[config.mk]
export PLATFORM = sky130hd
export DESIGN_NAME = ysyx_23060240_ifu
export DESIGN_NICKNAME = d
export VERILOG_FILES = /design/src/rtl/ysyx_23060240_ifu.sv
export SDC_FILE = /design/constraint.sdc
export NUM_CORES = 1
export LEC_CHECK = 0
export ABC_AREA = 1
export CELL_PAD_IN_SITES_DETAIL_PLACEMENT = 1
export CELL_PAD_IN_SITES_GLOBAL_PLACEMENT = 1
export CORE_MARGIN = 5
export CORE_UTILIZATION = 25
export CTS_CLUSTER_SIZE = 40
export DETAILED_ROUTE_END_ITERATION = 16
export GPL_TIMING_DRIVEN = 1
export PLACE_DENSITY_LB_ADDON = 0.1
export SYNTH_ARGS = -nofsm -noshare
export SYNTH_HDL_FRONTEND = slang
export SYNTH_SLANG_ARGS = --single-unit
[constraint.sdc]
create_clock -name clk -period 2.95 [get_ports clk]
set_input_delay 0.4425 -clock clk [delete_from_list [all_inputs] [get_ports clk]]
set_output_delay 0.4425 -clock clk [all_outputs]
set_load 0.005 [all_outputs]
[src/rtl/ysyx_23060240_ifu.sv]
// Instruction fetch unit: one AXI4-Lite read per instruction, then waits for pc_update.
// Optional performance counters are compiled in when IFU_PERF_EN is defined.
module ysyx_23060240_ifu #(
    parameter logic [31:0] RESET_PC = 32'h8000_0000,
    parameter logic [31:0] NOP_INST = 32'h0000_0013
) (
    input  logic        clk,
    input  logic        rst,
    input  logic        pc_update,
    input  logic [31:0] dnpc,
    output logic [31:0] pc,
    output logic [31:0] inst,
    output logic        valid_ifu,
    output logic        fetch_err,
    output logic [31:0] araddr,
    output logic        arvalid,
    input  logic        arready,
    output logic [2:0]  arprot,
    input  logic [31:0] rdata,
    input  logic [1:0]  rresp,
    input  logic        rvalid,
    output logic        rready
`ifdef IFU_PERF_EN
    ,
    output logic [31:0] perf_fetch_cnt,
    output logic [31:0] perf_stall_cyc
`endif
);

    typedef enum logic [1:0] {
        S_AR   = 2'd0,
        S_R    = 2'd1,
        S_EXEC = 2'd2
    } state_e;

    state_e      state_q, state_d;
    logic [31:0] pc_q, pc_d;
    logic [31:0] inst_q, inst_d;
    logic        valid_q, valid_d;
    logic        err_q, err_d;
    logic        arvalid_q, arvalid_d;
    logic        rready_q, rready_d;

    // Next-state and output-register computation for the fetch FSM
    always_comb begin
        state_d   = state_q;
        pc_d      = pc_q;
        inst_d    = inst_q;
        valid_d   = 1'b0;
        err_d     = err_q;
        arvalid_d = arvalid_q;
        rready_d  = rready_q;
        case (state_q)
            S_AR: begin
                rready_d = 1'b0;
                // arvalid_q is low only in the first cycle after reset
                if (arvalid_q && arready) begin
                    arvalid_d = 1'b0;
                    rready_d  = 1'b1;
                    state_d   = S_R;
                end else begin
                    arvalid_d = 1'b1;
                end
            end
            S_R: begin
                arvalid_d = 1'b0;
                if (rvalid) begin
                    rready_d = 1'b0;
                    valid_d  = 1'b1;
                    state_d  = S_EXEC;
                    if (rresp == 2'b00) begin
                        inst_d = rdata;
                    end else begin
                        inst_d = NOP_INST;
                        err_d  = 1'b1;
                    end
                end else begin
                    rready_d = 1'b1;
                end
            end
            S_EXEC: begin
                arvalid_d = 1'b0;
                rready_d  = 1'b0;
                if (pc_update) begin
                    pc_d      = {dnpc[31:2], 2'b00};
                    arvalid_d = 1'b1;
                    state_d   = S_AR;
                end else begin
                    state_d = S_EXEC;
                end
            end
            default: begin
                arvalid_d = 1'b0;
                rready_d  = 1'b0;
                state_d   = S_AR;
            end
        endcase
    end

    // State and output registers
    always_ff @(posedge clk) begin
        if (rst) begin
            state_q   <= S_AR;
            pc_q      <= RESET_PC;
            inst_q    <= 32'h0000_0000;
            valid_q   <= 1'b0;
            err_q     <= 1'b0;
            arvalid_q <= 1'b0;
            rready_q  <= 1'b0;
        end else begin
            state_q   <= state_d;
            pc_q      <= pc_d;
            inst_q    <= inst_d;
            valid_q   <= valid_d;
            err_q     <= err_d;
            arvalid_q <= arvalid_d;
            rready_q  <= rready_d;
        end
    end

    assign pc        = pc_q;
    assign inst      = inst_q;
    assign valid_ifu = valid_q;
    assign fetch_err = err_q;
    assign araddr    = pc_q;
    assign arvalid   = arvalid_q;
    assign arprot    = 3'b100;
    assign rready    = rready_q;

`ifdef IFU_PERF_EN
    logic [31:0] fetch_cnt_q, fetch_cnt_d;
    logic [31:0] stall_cyc_q, stall_cyc_d;

    // Stall cycles are those with an AR or R handshake outstanding
    always_comb begin
        fetch_cnt_d = fetch_cnt_q + {31'd0, valid_q};
        stall_cyc_d = stall_cyc_q + {31'd0, (arvalid_q | rready_q)};
    end

    // Performance counter registers
    always_ff @(posedge clk) begin
        if (rst) begin
            fetch_cnt_q <= 32'd0;
            stall_cyc_q <= 32'd0;
        end else begin
            fetch_cnt_q <= fetch_cnt_d;
            stall_cyc_q <= stall_cyc_d;
        end
    end

    assign perf_fetch_cnt = fetch_cnt_q;
    assign perf_stall_cyc = stall_cyc_q;
`endif

endmodule

==> impl_metrics.ini <==
[hold_path]
hold_path.class = flip-flop to flip-flop

[die]
die_area_mm2 = 0.0149
rows = 41
die_y_um = 122
start_util_pct = 25.2
core-area_mm2 = 0.0125
dieWidth_um = 122
io_pins = 174

[cts]
path_clk_slew_ns = 0.05
cts_max_level = 3
cts-resized-gates = 0
cts_hold_buf = 0
clkLatencyLatePin_ns = 0.33
cts.path.max_buffers = 2
post_cts_buffers = 0
clock-sinks = 68
clockRootBuffer = clkbuf_16
cts_buffers = 9
cts_tree = done

[critical_path]
critical_path_class = flip-flop to flip-flop
crit_start = state_q[0]
r2r_slack_ns = 0.93
rr_endpoint = araddr[13]
worst_ep_required_time_ns = 3.15
arrival_ns = 2.22
cp-end-kind = flip-flop
r2r_start = state_q[0]
critical_path.endpoint = araddr[13]
worstRegToRegCells = 4
path_max_fanout = 34
start_kind = flip-flop

[placement]
dp_hpwl_um = 7350
port-buffer-count = 164
gp_congestion = 0.681

[grt]
grt_use_total_pct = 14.1
met3_usage_pct = 6.27
overflow = 0
grt_pass1_wl_um = 16200
grtUsageMet2_pct = 24.1
grt_antenna_before_repair = 0
grt_pass1_vias = 3197
grtUsageMet1_pct = 14.9
top_usage_layer = met2
grt_max_degree = 54

[layout]
multi_input_area_mm2 = 0.00115
final_nets = 633
regArea_mm2 = 0.00136
area_growth_syn_to_layout_pct = 55.9
diodes = 0
drive_above_1_share_pct = 4.41
fillers = 1553

[routing]
drt_wl_total_um = 10400
drt_iter0_markers = 118
vias = 3115
routed_via_density = 4.22
wl_per_cell_um = 14.0
drc = 0
dr.pass1.iters = 4
ant_nets = 0

[yosys]
ys_warn_count = 0
ys_ff_latch = 68
synthTopCellsByArea = dfxtp_1, nand2_1, buf_4, a21oi_1, nand4_1
synth.avg_cell_area_um2 = 7.08
yosys.cell_types.count = 20
post-synth-top-area-cell = dfxtp_1
synth_area_mm2 = 0.00314
ys_seq_area_share_pct = 43.4
syn-instance-count = 443
yosys.area.top_type_share_pct = 43.4

[timing]
skew_ns = 0.00388
period_needed_ns = 2.02
max_clock_freq_mhz = 495
worst_pin_slew_ns = 0.730
holdWs_ns = 0.477
setup_tns_ns = 0
rsz0062_at_grt = no
finalSetupViolations = 0
fin_crit_sh_pct = 68.5
hold_viol = 0
final_max_slew_viol_count = 0
slew-limit-headroom_pct = 51.3

[power_and_ir_drop]
power.leakage_nw = 1.93
ir_worst_vdd_mv = 0.230
p_per_area_mw_per_mm2 = 460

[run]
maxCapViolCount = 0

[status]
status = finished clean
## worst min path at each step
stage / from / end / slack, ns / cells past startpoint
finish: araddr[11] / araddr[11] / 0.48 / 2
global route: araddr[28] / araddr[28] / 0.51 / 2
CTS: araddr[3] / araddr[3] / 0.49 / 2
detailed placement: araddr[23] / araddr[23] / 0.48 / 2
global placement: fetch_err / fetch_err / 0.45 / 2
floorplan: fetch_err / fetch_err / 0.46 / 2
## critical path, cell delays in order, from the launching register on
cell and delay [ns]:
dfxtp_1 0.36, inv_2 0.48, nand3_2 0.72, nand2_1 0.23, a21oi_1 0.09
## sequential cells by signal (all words and copies together), names as in the netlist
name and count:
arvalid 1, fetch_err 1, state_q 2, inst 32
araddr 30, rready 1, valid_ifu 1
## synthesized netlist by cell type, drive strengths merged
| library cell | count |
|---|---|
| nand3 | 6 |
| inv | 52 |
| nand2 | 126 |
| clkinv | 1 |
| o21ai | 1 |
| dfxtp | 68 |
| conb | 2 |
| buf | 60 |
| clkbuf | 6 |
| a21oi | 48 |
| nor2 | 42 |
| nand4 | 31 |
## through the flow
stage	total power, mW	util (%)	worst slack [ns]	instances	instance area [µm²]
2_1_floorplan	1.09	-	1.83	448	3160
3_3_place_gp	1.25	37.0	0.922	723	4610
3_5_place_dp	1.26	37.0	0.886	723	4610
4_1_cts	2.30	39.2	0.877	739	4890
5_1_grt	2.36	39.2	0.736	739	4890
6_report	2.25	39.2	0.929	739	4890
## cell type report
cell class,count,area share (%)
clock buffer,15,5.68
timing repair buffer,169,34.3
clock inverter,1,0.102
inverter,53,4.12
sequential,68,27.8
multi-input combinational,261,23.5
tap,172,4.40
## power by group
group	internal, mW	switching [mW]
Sequential	0.944	0.0151
Combinational	0.154	0.119
Clock	0.637	0.380
Total	1.74	0.514
## kinds of logic (layout without fill, tap and decap cells)
| family | after synthesis | after routing | share of synthesized area, % |
|---|---|---|---|
| other cells | 2 | 7 | 0.239 |
| flops | 68 | 68 | 43.4 |
| buf+inv | 119 | 238 | 20.5 |
| compound gates | 49 | 49 | 7.81 |
| simple gates | 205 | 205 | 28.0 |
## metal layers
| metal | vias to the layer above | routed length, µm |
|---|---|---|
| met2 | 110 | 4900 |
| met4 | 0 | 187 |
| li1 | 1566 | - |
| met3 | 12 | 1040 |
| met1 | 1427 | 4240 |
| met5 | - | 0 |
## placed cells by master (no fill, tap or decap), drive strengths merged
master           n
nand2          126
clkbuf          15
clkdlybuf4s50  164
nor2            42
conb             7
dfxtp           68
inv             52
buf              5
nand3            6
clkinv           2
nand4           31
o21ai            1
a21oi           48
No activity file was read; power rests on OpenSTA's default activity.
==> edit (same flow settings) <==
Register the output `fetch_err` once more, cleared by the reset; this adds one clock of latency there. The other outputs are not delayed to match.
--- a/src/rtl/ysyx_23060240_ifu.sv
+++ b/src/rtl/ysyx_23060240_ifu.sv
@@ -123,3 +123,9 @@
     assign valid_ifu = valid_q;
-    assign fetch_err = err_q;
+    always_ff @(posedge clk) begin
+        if (rst) begin
+            fetch_err <= '0;
+        end else begin
+            fetch_err <= err_q;
+        end
+    end
     assign araddr    = pc_q;
Check against the original RTL: not equivalent (a bounded check fails within 4 cycles, from zero or initial values and one cycle with rst high).
==> edit against the unedited design <==
Largest cell class unchanged; sequential cell count up 1; area after synthesis up 0.12%; worst setup slack better by 270 ps; sequential share of layout area increased by 0.53 points; die area grew 0.11%; routed wire length is 2.2% lower; total power shrank 0.14%; critical endpoint is now araddr[2]; design area decreased by 0.41%; maximum frequency rose by 16%.
==> edit: results (changes against the unedited design) <==
----------------------------------------------------
[Drt]
  Number of violations reported at the end of detailed-routing iteration 0 ... 115 (-2.5%)
  Post-detailed-route via-to-cell ratio ... 4.28 (+1.5%)
  Aggregate routed wire length ... 10100 um (-2.2%)

[Status]
  Outcome ... completed

[Finish]
  Area fraction of clock buffers and clock inverters ... 5.60% (-0.18 points)
  Nonclk inv count ... 46 (-13%)
  Antenna cell count ... 0 (unchanged)
  Fraction of standard cell area that is sequential ... 28.4% (+0.53 points)
  Filler cell count in the final layout ... 1539 (-0.90%)
  Fraction of cell area in non-clock buffers ... 34.8% (+0.45 points)
  Signal buffers ... 171 (+1.2%)
  Final layout net count ... 620 (-2.1%)
  Fraction of final layout cells sized beyond drive strength 1 ... 4.33% (-0.077 points)
  Multi-input logic area ... 1130 um^2 (-1.6%)
  Multi-input gates ... 252 (-3.4%)

[GRT]
  Largest net degree at the start of global routing ... 62 (+15%)
  Global router's overall resource usage ... 13.4% (-0.63 points)
  Via count of the first global-routing pass ... 3083 (-3.6%)
  Global-route wire length before repair ... 15800 um (-2.9%)
  Initial antenna violation count ... 0 (unchanged)

[Worst setup path]
  Data arrival time of the critical path ... 1950 ps (-270 ps)

[Timing]
  Worst Skew ... 5.27 ps (+1.40 ps)
  Tightest Pin Transition ... 690 ps (-40.3 ps)

[Synthesis]
  Sequential fraction of the synthesis area ... 44.0% (+0.59 points)
  Main area contributors after synthesis ... sky130_fd_sc_hd__dfxtp_1 (44%), sky130_fd_sc_hd__nand2_1 (13%), sky130_fd_sc_hd__a21oi_1 (9.1%)
  Number of storage elements in the synthesis netlist ... 69 (+1.5%)
  Yosys cell types ... 19 (-5.0%)
  Most instantiated cells after synthesis ... sky130_fd_sc_hd__nand2_1 (109), sky130_fd_sc_hd__dfxtp_1 (69), sky130_fd_sc_hd__a21oi_1 (57)

[Place]
  Last weighted congestion value of the routability-driven placer ... 0.707 (+3.8%)
  Post-detail-place hpwl ... 7070 um (-3.9%)

[Power]
  Static power due to leakage ... 1.91 nW (-0.56%)
  Maximum VDD drop ... 211 uV (-8.4%)

[Clock tree]
  # resized after CTS ... 0 (unchanged)

[Worst hold path]
  Path class of the lowest-slack min-delay path ... flip-flop to flip-flop

----------------------------------------------------
[edit: worst paths after layout]
| path | to | cells past startpoint | from | slack [ps] |
|---|---|---|---|---|
| max reg2reg | araddr[2] | 4 | state_q[0] | 1200 |
| min reg2reg | fetch_err | 2 | err_q | 430 |
| min | fetch_err | 2 | err_q | 430 |
| max | araddr[2] | 4 | state_q[0] | 1200 |
[edit: report_power, final]
part,leakage [nW],switching (mW),internal [mW],total (mW)
combinational,1.22,0.116,0.153,0.269
sequential,0.558,0.0141,0.958,0.972
clock,0.134,0.390,0.615,1.01
[edit: cells by family after synthesis]
family	count (synthesis)	share of synthesized area [%]
simple gates	186	25.8
flops	69	44.0
other cells	2	0.239
buf+inv	112	20.6
compound gates	59	9.40
[edit: stage by stage]
| stage | total power, mW | instances | setup slack [ps] | instance area (um^2) |
|---|---|---|---|---|
| after global routing | 2.36 | 726 | 999 | 4870 |
| after CTS | 2.30 | 726 | 1150 | 4870 |
| final | 2.25 | 726 | 1200 | 4870 |
| after global placement | 1.26 | 710 | 900 | 4600 |
| after detailed placement | 1.27 | 710 | 865 | 4600 |
| after floorplan | 1.11 | 433 | 1820 | 3160 |
[edit: metal layers]
metal / GRT usage, % / part of all wire (%) / vias up
met3: 5.62 / 9.8 / 11
li1: - / - / 1540
met1: 15.7 / 43 / 1443
met2: 22.1 / 46 / 111
met5: 0 / 0 / -
met4: 4.83 / 1.4 / 0
[edit: worst max-delay path, stage by stage (launching register included)]
cell and delay, ps:
sky130_fd_sc_hd__dfxtp_1 360, sky130_fd_sc_hd__inv_2 510, sky130_fd_sc_hd__nand3_4 490, sky130_fd_sc_hd__nand2_1 180, sky130_fd_sc_hd__a21oi_1 80
